File: src/rtl/uart_rx_frame.sv
// ---------------------------------------------------------------------------
// uart_rx_frame
//
// Serial frame receiver. The raw line is synchronised first. A falling edge
// opens a start-bit check at mid-bit, so short glitches are rejected. After
// that the block samples DATA_BITS data bits (LSB first) at bit centres,
// optionally checks a parity bit, and checks STOP_BITS stop bits. It then
// presents the assembled word with one-cycle status pulses.
//
// Optional feature: define PARITY_CHECK_EN to add a parity bit between the
// data and stop bits. PARITY_ODD selects even (0) or odd (1) parity. Without
// the macro, the parity state and its logic are absent and parity_err_o is
// tied low.
//
// Ports:
//   clk_i          system clock, rising edge
//   rst_i          asynchronous active-high reset
//   data_i         raw serial line, idle high, asynchronous to clk_i
//   init_o         pulse: frame start detected
//   recv_en_o      high while a frame is being received (not IDLE)
//   sample_o       pulse per data-bit sample
//   data_o         last good word, held until the next good frame
//   done_o         pulse: good frame received, data_o updated
//   false_start_o  pulse: start bit rejected at mid-bit
//   frame_err_o    pulse: a stop bit was sampled low
//   parity_err_o   pulse: parity mismatch (0 without PARITY_CHECK_EN)
// ---------------------------------------------------------------------------
module uart_rx_frame #(
  parameter int OVERSAMPLE = 16,
  parameter int DATA_BITS  = 8,
  parameter int STOP_BITS  = 1,
  parameter int PARITY_ODD = 0
) (
  input  logic                 clk_i,
  input  logic                 rst_i,
  input  logic                 data_i,
  output logic                 init_o,
  output logic                 recv_en_o,
  output logic                 sample_o,
  output logic [DATA_BITS-1:0] data_o,
  output logic                 done_o,
  output logic                 false_start_o,
  output logic                 frame_err_o,
  output logic                 parity_err_o
);

  localparam int CW = $clog2(OVERSAMPLE);
  localparam int BW = $clog2(DATA_BITS + STOP_BITS + 1);

  localparam logic [CW-1:0] HALF_LAST = CW'(OVERSAMPLE / 2 - 1);
  localparam logic [CW-1:0] FULL_LAST = CW'(OVERSAMPLE - 1);
  localparam logic [BW-1:0] DATA_LAST = BW'(DATA_BITS - 1);
  localparam logic [BW-1:0] STOP_LAST = BW'(STOP_BITS - 1);

  // Refuse to elaborate with settings the bit timing cannot support.
  if (OVERSAMPLE < 4 || (OVERSAMPLE % 2) != 0 || DATA_BITS < 5 || DATA_BITS > 9 ||
      STOP_BITS < 1 || STOP_BITS > 2 || (PARITY_ODD != 0 && PARITY_ODD != 1)) begin : g_param_check
    $error("uart_rx_frame: unsupported parameter combination");
  end

  typedef enum logic [2:0] {
    IDLE   = 3'd0,
    START  = 3'd1,
    DATA   = 3'd2,
`ifdef PARITY_CHECK_EN
    PARITY = 3'd3,
`endif
    STOP   = 3'd4
  } state_t;

  state_t state;
  state_t state_next;

  logic                 sync_1;
  logic                 rx_s;
  logic [CW-1:0]        cnt;
  logic [BW-1:0]        bit_cnt;
  logic [DATA_BITS-1:0] shreg;
  logic                 stop_err;
  logic                 half_end;
  logic                 bit_end;
  logic                 frame_bad;

  logic init_next;
  logic false_start_next;
  logic sample_next;
  logic stop_take;
  logic done_next;
  logic frame_err_next;

`ifdef PARITY_CHECK_EN
  localparam logic PARITY_SENSE = (PARITY_ODD != 0);
  logic par_bit;
  logic par_take;
  logic parity_bad;
  logic parity_err_next;

  // The XOR of data and parity bit must equal the selected sense.
  assign parity_bad = ((^shreg) ^ par_bit) != PARITY_SENSE;
`endif

  assign half_end  = (cnt == HALF_LAST);
  assign bit_end   = (cnt == FULL_LAST);
  assign recv_en_o = (state != IDLE);

  // Two-flop synchroniser. Both flops reset to the idle line level, so that
  // leaving reset is not mistaken for a start bit.
  always_ff @(posedge clk_i or posedge rst_i) begin
    if (rst_i) begin
      sync_1 <= 1'b1;
      rx_s   <= 1'b1;
    end else begin
      sync_1 <= data_i;
      rx_s   <= sync_1;
    end
  end

  // State register.
  always_ff @(posedge clk_i or posedge rst_i) begin
    if (rst_i) begin
      state <= IDLE;
    end else begin
      state <= state_next;
    end
  end

  // Next-state decode and the pulse values to register on this edge. The
  // last stop sample returns to IDLE at the bit centre. This leaves half a bit
  // to catch a start bit that follows immediately.
  always_comb begin
    state_next       = state;
    init_next        = 1'b0;
    false_start_next = 1'b0;
    sample_next      = 1'b0;
    stop_take        = 1'b0;
    done_next        = 1'b0;
    frame_err_next   = 1'b0;
    frame_bad        = 1'b0;
`ifdef PARITY_CHECK_EN
    par_take         = 1'b0;
    parity_err_next  = 1'b0;
`endif
    case (state)
      IDLE: begin
        if (!rx_s) begin
          state_next = START;
          init_next  = 1'b1;
        end
      end
      START: begin
        if (half_end) begin
          if (rx_s) begin
            state_next       = IDLE;
            false_start_next = 1'b1;
          end else begin
            state_next = DATA;
          end
        end
      end
      DATA: begin
        if (bit_end) begin
          sample_next = 1'b1;
          if (bit_cnt == DATA_LAST) begin
`ifdef PARITY_CHECK_EN
            state_next = PARITY;
`else
            state_next = STOP;
`endif
          end
        end
      end
`ifdef PARITY_CHECK_EN
      PARITY: begin
        if (bit_end) begin
          par_take   = 1'b1;
          state_next = STOP;
        end
      end
`endif
      STOP: begin
        if (bit_end) begin
          stop_take = 1'b1;
          if (bit_cnt == STOP_LAST) begin
            state_next = IDLE;
            frame_bad  = stop_err | ~rx_s;
            frame_err_next = frame_bad;
`ifdef PARITY_CHECK_EN
            parity_err_next = parity_bad;
            done_next       = ~frame_bad & ~parity_bad;
`else
            done_next       = ~frame_bad;
`endif
          end
        end
      end
      default: begin
        state_next = IDLE;
      end
    endcase
  end

  // Datapath. The cycle counter restarts on every state change, so each
  // state measures its sample point from its own entry edge. bit_cnt counts
  // the data samples in DATA and the stop samples in STOP.
  always_ff @(posedge clk_i or posedge rst_i) begin
    if (rst_i) begin
      cnt           <= '0;
      bit_cnt       <= '0;
      shreg         <= '0;
      stop_err      <= 1'b0;
      data_o        <= '0;
      init_o        <= 1'b0;
      sample_o      <= 1'b0;
      done_o        <= 1'b0;
      false_start_o <= 1'b0;
      frame_err_o   <= 1'b0;
    end else begin
      if (state_next != state || state == IDLE || bit_end) begin
        cnt <= '0;
      end else begin
        cnt <= cnt + CW'(1);
      end

      if (state_next != state) begin
        bit_cnt <= '0;
      end else if (sample_next || stop_take) begin
        bit_cnt <= bit_cnt + BW'(1);
      end

      if (sample_next) begin
        shreg <= {rx_s, shreg[DATA_BITS-1:1]};
      end

      if (state_next != state) begin
        stop_err <= 1'b0;
      end else if (stop_take && !rx_s) begin
        stop_err <= 1'b1;
      end

      if (done_next) begin
        data_o <= shreg;
      end

      init_o        <= init_next;
      sample_o      <= sample_next;
      done_o        <= done_next;
      false_start_o <= false_start_next;
      frame_err_o   <= frame_err_next;
    end
  end

`ifdef PARITY_CHECK_EN
  // Parity bit capture and its error pulse.
  always_ff @(posedge clk_i or posedge rst_i) begin
    if (rst_i) begin
      par_bit      <= 1'b0;
      parity_err_o <= 1'b0;
    end else begin
      if (par_take) begin
        par_bit <= rx_s;
      end
      parity_err_o <= parity_err_next;
    end
  end
`else
  assign parity_err_o = 1'b0;
`endif

endmodule
File: config.mk
export PLATFORM = sky130hd
export DESIGN_NAME = uart_rx_frame
export DESIGN_NICKNAME = d
export VERILOG_FILES = /design/src/rtl/uart_rx_frame.sv
export SDC_FILE = /design/constraint.sdc
export NUM_CORES = 1
export LEC_CHECK = 0
export CAP_MARGIN = 20
export CORE_MARGIN = 3
export CORE_UTILIZATION = 45
export DETAILED_ROUTE_END_ITERATION = 12
export PLACE_DENSITY_LB_ADDON = 0.12
export SLEW_MARGIN = 30
export SYNTH_ARGS = -nofsm -noshare
export SYNTH_HDL_FRONTEND = slang
export SYNTH_SLANG_ARGS = --single-unit
File: constraint.sdc
create_clock -name clk_i -period 4.5 [get_ports clk_i]
set_clock_uncertainty 0.2 [all_clocks]
set_input_delay 1.35 -clock clk_i [delete_from_list [all_inputs] [get_ports clk_i]]
set_output_delay 1.35 -clock clk_i [all_outputs]
set_load 0.01 [all_outputs]
# == After elaboration in Yosys (flattened, before gate mapping) ==
# Cells that the tools add are included.
# word_totals
wordCells,62
input_bits,3
reg_bits,35
# classes
n_reduce_logical,10
bitwise,3
eq_ne,7
n_addsub,2
n_mux,27
# ops
operator,n
$mux W3,6
$mux W1,16
$mux W4,3
$pmux W3 S4,1
$add A4 B1 Y4 const B,2
$eq A4 B3 Y1 const B,2
$eq A4 B4 Y1 const B,1
$logic_not A4 Y1,1
$reduce_bool A2 Y1,2
$eq A3 B1 Y1 const B,1
$eq A3 B2 Y1 const B,1
$eq A3 B3 Y1 const B,1
$logic_not A3 Y1,1
$logic_or A1 B1 Y1,3
$ne A3 B3 Y1,1
$reduce_bool A3 Y1,1
$mux W2,1
$not A1 Y1,2
$logic_and A1 B1 Y1,1
$logic_not A1 Y1,1
$or A1 B1 Y1,1

# == Longest topological paths before layout ==
# Gate-level depths: netlist (run 1).
# depth
word_depth,8
depth_mapped,6
ltp_nobuf,6

# == Least setup slack after synthesis (run 1) ==
# No wires, ideal clock.
# synth_path
kind,reg-to-output
startpoint,register state[2]
endpoint,output recv_en_o
path_slack_ns,2.146
path_stages_with_launch,4
t_arrival_ns,0.804
n_path_buf,1
cell_sequence,dfrtp_1 -> buf_4 -> nor2_1 -> nand2_1
# synth_via
elab_chain_cells,1
# synth_lines
item,line_no,text
"start, declared",71,state_t state;
"start signal, assigned",123,state <= state_next;
$reduce_bool A3 Y1,104,assign recv_en_o = (state != IDLE);
"end, declared",38,"output logic recv_en_o,"
# Every way passes these cells.

# == Worst setup path in the final report (run 1) ==
# Same ends and word-level chain as after synthesis.

==> impl_metrics.yaml, run 1 <==
run_status:
  outcome: "completed"
sta:
  whs_ns: 0.163
  layout_min_cycle_time_ns: 3.26
  tightest_slew_ns: 0.555
  relSlewSlack: 0.620
  fmax_mhz: 306
  hold_viol_final: 0
  setup_viol: 0
  slew_viol_final: 0
  rsz0062_at_grt: "false"
  final.period_utilization: 0.725
  fin_tns_setup_ns: 0
logic_synthesis:
  synth_simple_gate_area_frac: 0.199
  ys_ff_latch: 35
  synthesis.instances: 127
  synth_area_per_cell_um2: 12.9
  syn_nets: 133
  synth_area_leaders: "dfrtp_1, mux2_4, mux2_2"
  synth_edf_count: 0
  synthAdderAreaFrac: 0.0229
  synth_top_family_by_area: "simple AND/OR/NAND/NOR gates"
  yosysTopAreaCell: "dfrtp_1"
  async_flop_share: 1.00
  synth_compound_area_frac: 0.0458
  yosys_most_used_dff: "dfrtp_1"
  synth_seq_area_share: 0.535
  yosysTopAreaCellShare: 0.503
  synth-xor-area-share: 0.0320
  ys_warn_count: 0
  synth_cell_types: 42
  synth_mux_area_frac: 0.134
  synth_area_um2: 1640
cells_and_area:
  multi_input_area_um2: 716
  utilization: 0.557
  nFillCells: 285
  area_delta_synth_final_pct: 16.0
  drive_above_1_share: 0.264
  diodes: 0
  finalNetCount: 153
  seq_area_um2: 878
routing:
  via_per_inst: 5.07
  first_pass_iters: 4
  drc: 0
  vias: 984
  ant_nets: 0
  wl_per_cell_um: 14.1
  drtIter0Drc: 20
  wl_mm: 2.74
clock_tree:
  cts_num_sinks: 35
  clk_latency_ns: 0.33
  cts_htree_levels: 2
  clk_path_buf_depth: 2
  cts_made_buffers: 5
  cts_root_buf: "clkbuf_4"
  tritoncts: "yes"
  path_clk_slew_ns: 0.11
  cts_resized: 0
  cts_setup_buffers: 0
  cts_hold_repair.buffers: 0
power:
  powerDensity_nw_per_um2: 373
  p_leak_nw: 0.890
  peakVddDrop_mv: 0.231
worst_setup_path:
  worstPathArrival_ns: 1.71
  setup.worst_path.class: "flip-flop to output port"
  crit_path_max_fanout: 10
  end_kind: "output port"
  cp_data_required_time_ns: 2.95
  startpoint_type: "flip-flop"
grt:
  grt_max_degree: 36
  grt.total_usage: 0.146
  grt_pass1_vias: 995
  grt_pass1_wl_mm: 4.77
  grt-ovfl-total: 0
  antenna_found_initial: 0
placement:
  place_hpwl_mm: 1.87
  port_buffers: 16
  place_congestion: 0.856
die:
  rows: 21
  die-area_um2: 4410
  core-area_um2: 3420
  start_util: 0.480
  floorplan.die.width_um: 66.4
  io_pins: 18
  fp.dieH_um: 66.4
flow_run:
  cap_violations: 0
min_path:
  min_path_type: "flip-flop to flip-flop"
-- layer usage --
layer  vias up  part of all wire  global-route usage
li1        475                 -                   -
met1       473              0.46               0.196
met2        34              0.47               0.212
met3         2             0.062              0.0561
met4         0            0.0055              0.0508
met5         -                 0                   0
-- logic make-up (layout without fill, tap and decap cells) --
| logic type | count (synthesis) | after routing |
|---|---|---|
| and+or+nand+nor | 48 | 48 |
| adders and majority gates | 3 | 3 |
| muxes | 17 | 17 |
| AOI/OAI and AO/OA | 9 | 9 |
| other | 1 | 1 |
| DFF | 35 | 35 |
| buffers and inverters | 8 | 29 |
| xor gates and xnor gates | 6 | 6 |
-- placed cells by master, fill, tap and decap left out, types with 2 or more instances in the layout --
| master | Yosys | layout |
|---|---|---|
| clkbuf_4 | 0 | 5 |
| clkbuf_8 | 0 | 2 |
| clkdlybuf4s50_1 | 0 | 16 |
| dfrtp_1 | 33 | 33 |
| dfstp_2 | 2 | 2 |
| ha_1 | 3 | 3 |
| inv_1 | 3 | 3 |
| mux2_2 | 7 | 7 |
| mux2_4 | 8 | 8 |
| nand2_1 | 8 | 8 |
| nand2b_1 | 2 | 2 |
| nand3_1 | 4 | 4 |
| nor2_1 | 13 | 13 |
| nor3_1 | 7 | 7 |
| nor3b_2 | 2 | 2 |
| xnor2_1 | 4 | 4 |
| xor2_1 | 2 | 2 |
-- state kept, by name (all words and copies together), names as in the netlist, 3 cells and up --
name	flops
shreg	8
cnt	4
bit_cnt	4
data_o	8
state	3
-- critical path: stages (launching register included) --
cell and delay, ns:
dfrtp_1 0.50, nor2_1 0.26, nand2_1 0.13, clkdlybuf4s50_1 0.49
-- through the flow --
stage               setup slack (ns)  total power, mW  cells  instance area [um^2]
floorplan                       2.15            0.486    127                  1640
global placement                1.66            0.526    186                  1830
detailed placement              1.62            0.527    186                  1830
CTS                             1.22            0.719    194                  1900
global route                    1.12            0.753    194                  1900
finish                          1.24            0.709    194                  1900
-- synthesized netlist by cell type (all sizes together), types with 2 or more instances --
cell type and count:
dfrtp 33, mux2 16, nor2 15, nand2 8, nor3 7, nand3 5, buf 4, inv 4
xnor2 4, ha 3, a21oi 2, and3 2, dfstp 2, nand2b 2, nand3b 2, nand4b 2
nor3b 2, xor2 2
-- final timing paths --
check	from	end	slack [ns]	cells after the start
max in group asynchronous	rst_i	sync_1$_DFF_PP1_	2.55	3
worst min-delay path	sync_1$_DFF_PP1_	rx_s$_DFF_PP1_	0.16	0
worst max-delay path	state[2]$_DFF_PP0_	recv_en_o	1.24	3
min in group asynchronous	rst_i	done_o$_DFF_PP0_	1.20	3
worst max register to register	bit_cnt[0]$_DFFE_PP0P_	data_o[1]$_DFFE_PP0P_	2.48	6
worst min register to register	sync_1$_DFF_PP1_	rx_s$_DFF_PP1_	0.16	0
-- power breakdown --
group          total [mW]  switching, mW  internal [mW]
Clock               0.189         0.0968         0.0919
Combinational       0.144         0.0834         0.0611
Sequential          0.376         0.0345          0.341
-- layout make-up --
cell class	instances	share of cell area
sequential	35	0.462
inverter	4	0.00789
tap	46	0.0302
multi-input combinational	84	0.376
timing repair buffer	17	0.0881
clock buffer	8	0.0362
Power figures use the tool's default switching activity.
==> inputs of run 2 (changes only) <==
clock period = 3 ns   (was 4.5 ns; I/O delays follow)
==> run 2 against run 1 <==
Net effect: register-to-register slack lost 1.5 ns; clock-buffer cell count shrank 2; combinational power grew 53%; critical path depth is the same; highest routed layer unchanged.
==> impl_metrics.yaml, run 2 (same netlist as run 1, synthesis figures left out) <==
clock_tree:
  tritoncts: "yes"
  cts_hold_repair.buffers: 0
  cts_root_buf: "clkbuf_4"
  cts_num_sinks: 35
  clk_path_buf_depth: 2
  clk_latency_ns: 0.34
  cts_setup_buffers: 0
  cts_resized: 0
  cts_htree_levels: 2
  path_clk_slew_ns: 0.10
  cts_made_buffers: 5
die:
  fp.dieH_um: 66.4
  start_util: 0.480
  rows: 21
  die-area_um2: 4410
  core-area_um2: 3420
  floorplan.die.width_um: 66.4
  io_pins: 18
worst_setup_path:
  path_cells: "nor2_1 > nand2_1 > clkdlybuf4s50_1"
  setup.worst_path.class: "flip-flop to output port"
  end_kind: "output port"
  cp_slowest_stage_delay_ns: 0.50
  cp_data_required_time_ns: 1.90
  crit_path_max_fanout: 10
  worstPathArrival_ns: 1.70
  slowest_stage: "dfrtp_1"
  startpoint_type: "flip-flop"
placement:
  place_hpwl_mm: 1.95
  place_ws_ns: 0.586
  port_buffers: 16
  place_inst: 186
  place_congestion: 0.857
sta:
  worst_slack_ns: 0.202
  tightest_slew_ns: 0.472
  fmax_mhz: 357
  relSlewSlack: 0.677
  hold_viol_final: 0
  fin_tns_setup_ns: 0
  final.period_utilization: 0.933
  setup_viol: 0
  layout_min_cycle_time_ns: 2.80
  slew_viol_final: 0
  rsz0062_at_grt: "false"
grt:
  grt_pass1_vias: 987
  grt.total_usage: 0.147
  grt_pass1_wl_mm: 4.77
  grt_max_degree: 36
  grt-ovfl-total: 0
  antenna_found_initial: 0
flow_run:
  cap_violations: 0
min_path:
  min_path_type: "flip-flop to flip-flop"
cells_and_area:
  multi_input_area_um2: 716
  utilization: 0.553
  final_cell_mix: "dfrtp_1, clkdlybuf4s50_1, nor2_1"
  finalNetCount: 153
  nFillCells: 309
  area_delta_synth_final_pct: 15.1
  post_layout_nonfiller_instances: 194
  diodes: 0
  seq_area_um2: 878
  drive_above_1_share: 0.264
  top_regs: "data_o: 8 flops, shreg: 8 flops"
  final_common_cell: "dfrtp_1"
routing:
  vias: 984
  ant_nets: 0
  via_per_inst: 5.07
  drc: 0
  drtIter0Drc: 32
  first_pass_iters: 3
  wl_mm: 2.74
  wl_per_cell_um: 14.1
run_status:
  outcome: "completed"
power:
  peakVddDrop_mv: 0.379
  p_leak_nw: 0.879
  powerDensity_nw_per_um2: 544
==> run 2: changes by cell type in the layout (fill, tap and decap cells not counted), sizes merged <==
cell	before	now
clkbuf	8	6
clkinv	0	1
clkinvlp	0	1
==> run 2: worst max-delay path: cells and delay by family, from the launching register on <==
family | cells | cell delay, ns
simple gates | 2 | 0.36
flops | 1 | 0.50
buf+inv | 1 | 0.50
==> run 2: area by class of cell <==
type	instances	share of cell area
repair buffers	17	0.0888
clock inverters	2	0.00663
inverters	4	0.00795
flip-flops and latches	35	0.465
multi-input cells	84	0.379
clock buffers	6	0.0219
well taps	46	0.0305
==> run 2: where the power goes <==
group	internal (mW)	leakage, nW	total [mW]	switching [mW]
combinational	0.0917	0.380	0.220	0.128
clock	0.0903	0.0282	0.244	0.154
sequential	0.512	0.472	0.564	0.0522
==> run 2: metrics by stage <==
stage / instance area (um^2) / hold WS (ns) / power, mW
floorplan: 1640 / 0.145 / 0.730
CTS: 1890 / 0.167 / 1.04
global placement: 1830 / 0.149 / 0.790
detailed placement: 1830 / 0.148 / 0.795
finish: 1890 / 0.165 / 1.03
global route: 1890 / 0.170 / 1.10
==> run 2: worst paths after layout <==
kind                                         from               endpoint  slack [ns]  depth (start not counted)
setup / recovery               state[1]$_DFF_PP0_              recv_en_o        0.20                          3
hold / removal                   sync_1$_DFF_PP1_         rx_s$_DFF_PP1_        0.16                          0
setup reg to reg           bit_cnt[0]$_DFFE_PP0P_  data_o[5]$_DFFE_PP0P_        0.99                          6
hold reg to reg                  sync_1$_DFF_PP1_         rx_s$_DFF_PP1_        0.16                          0
max in group asynchronous                   rst_i         rx_s$_DFF_PP1_        1.51                          3
min in group asynchronous                   rst_i   shreg[1]$_DFFE_PP0P_        0.74                          3
==> run 2: metal layers <==
layer  vias up  wire [um]  share of wire  track usage
li1        480          -              -            -
met1       483       1340           0.49        0.207
met2        15       1270           0.46        0.206
met3         6         75          0.027       0.0408
met4         0         57          0.021       0.0761
met5         -          0              0            0
==> inputs of run 3 (changes only) <==
clock period = 3.5 ns   (was 3 ns; I/O delays follow)
==> results of run 3 <==
Same layout as run 1 (identical final DEF). Status: completed.
Main changes from that run: setup slack after placement 1.62 ns -> 0.916 ns; setup slack after layout 1.24 ns -> 0.537 ns; register-to-register setup slack 2.48 ns -> 1.48 ns; total power 0.709 mW -> 0.912 mW; worst IR drop on VDD 0.231 mV -> 0.298 mV
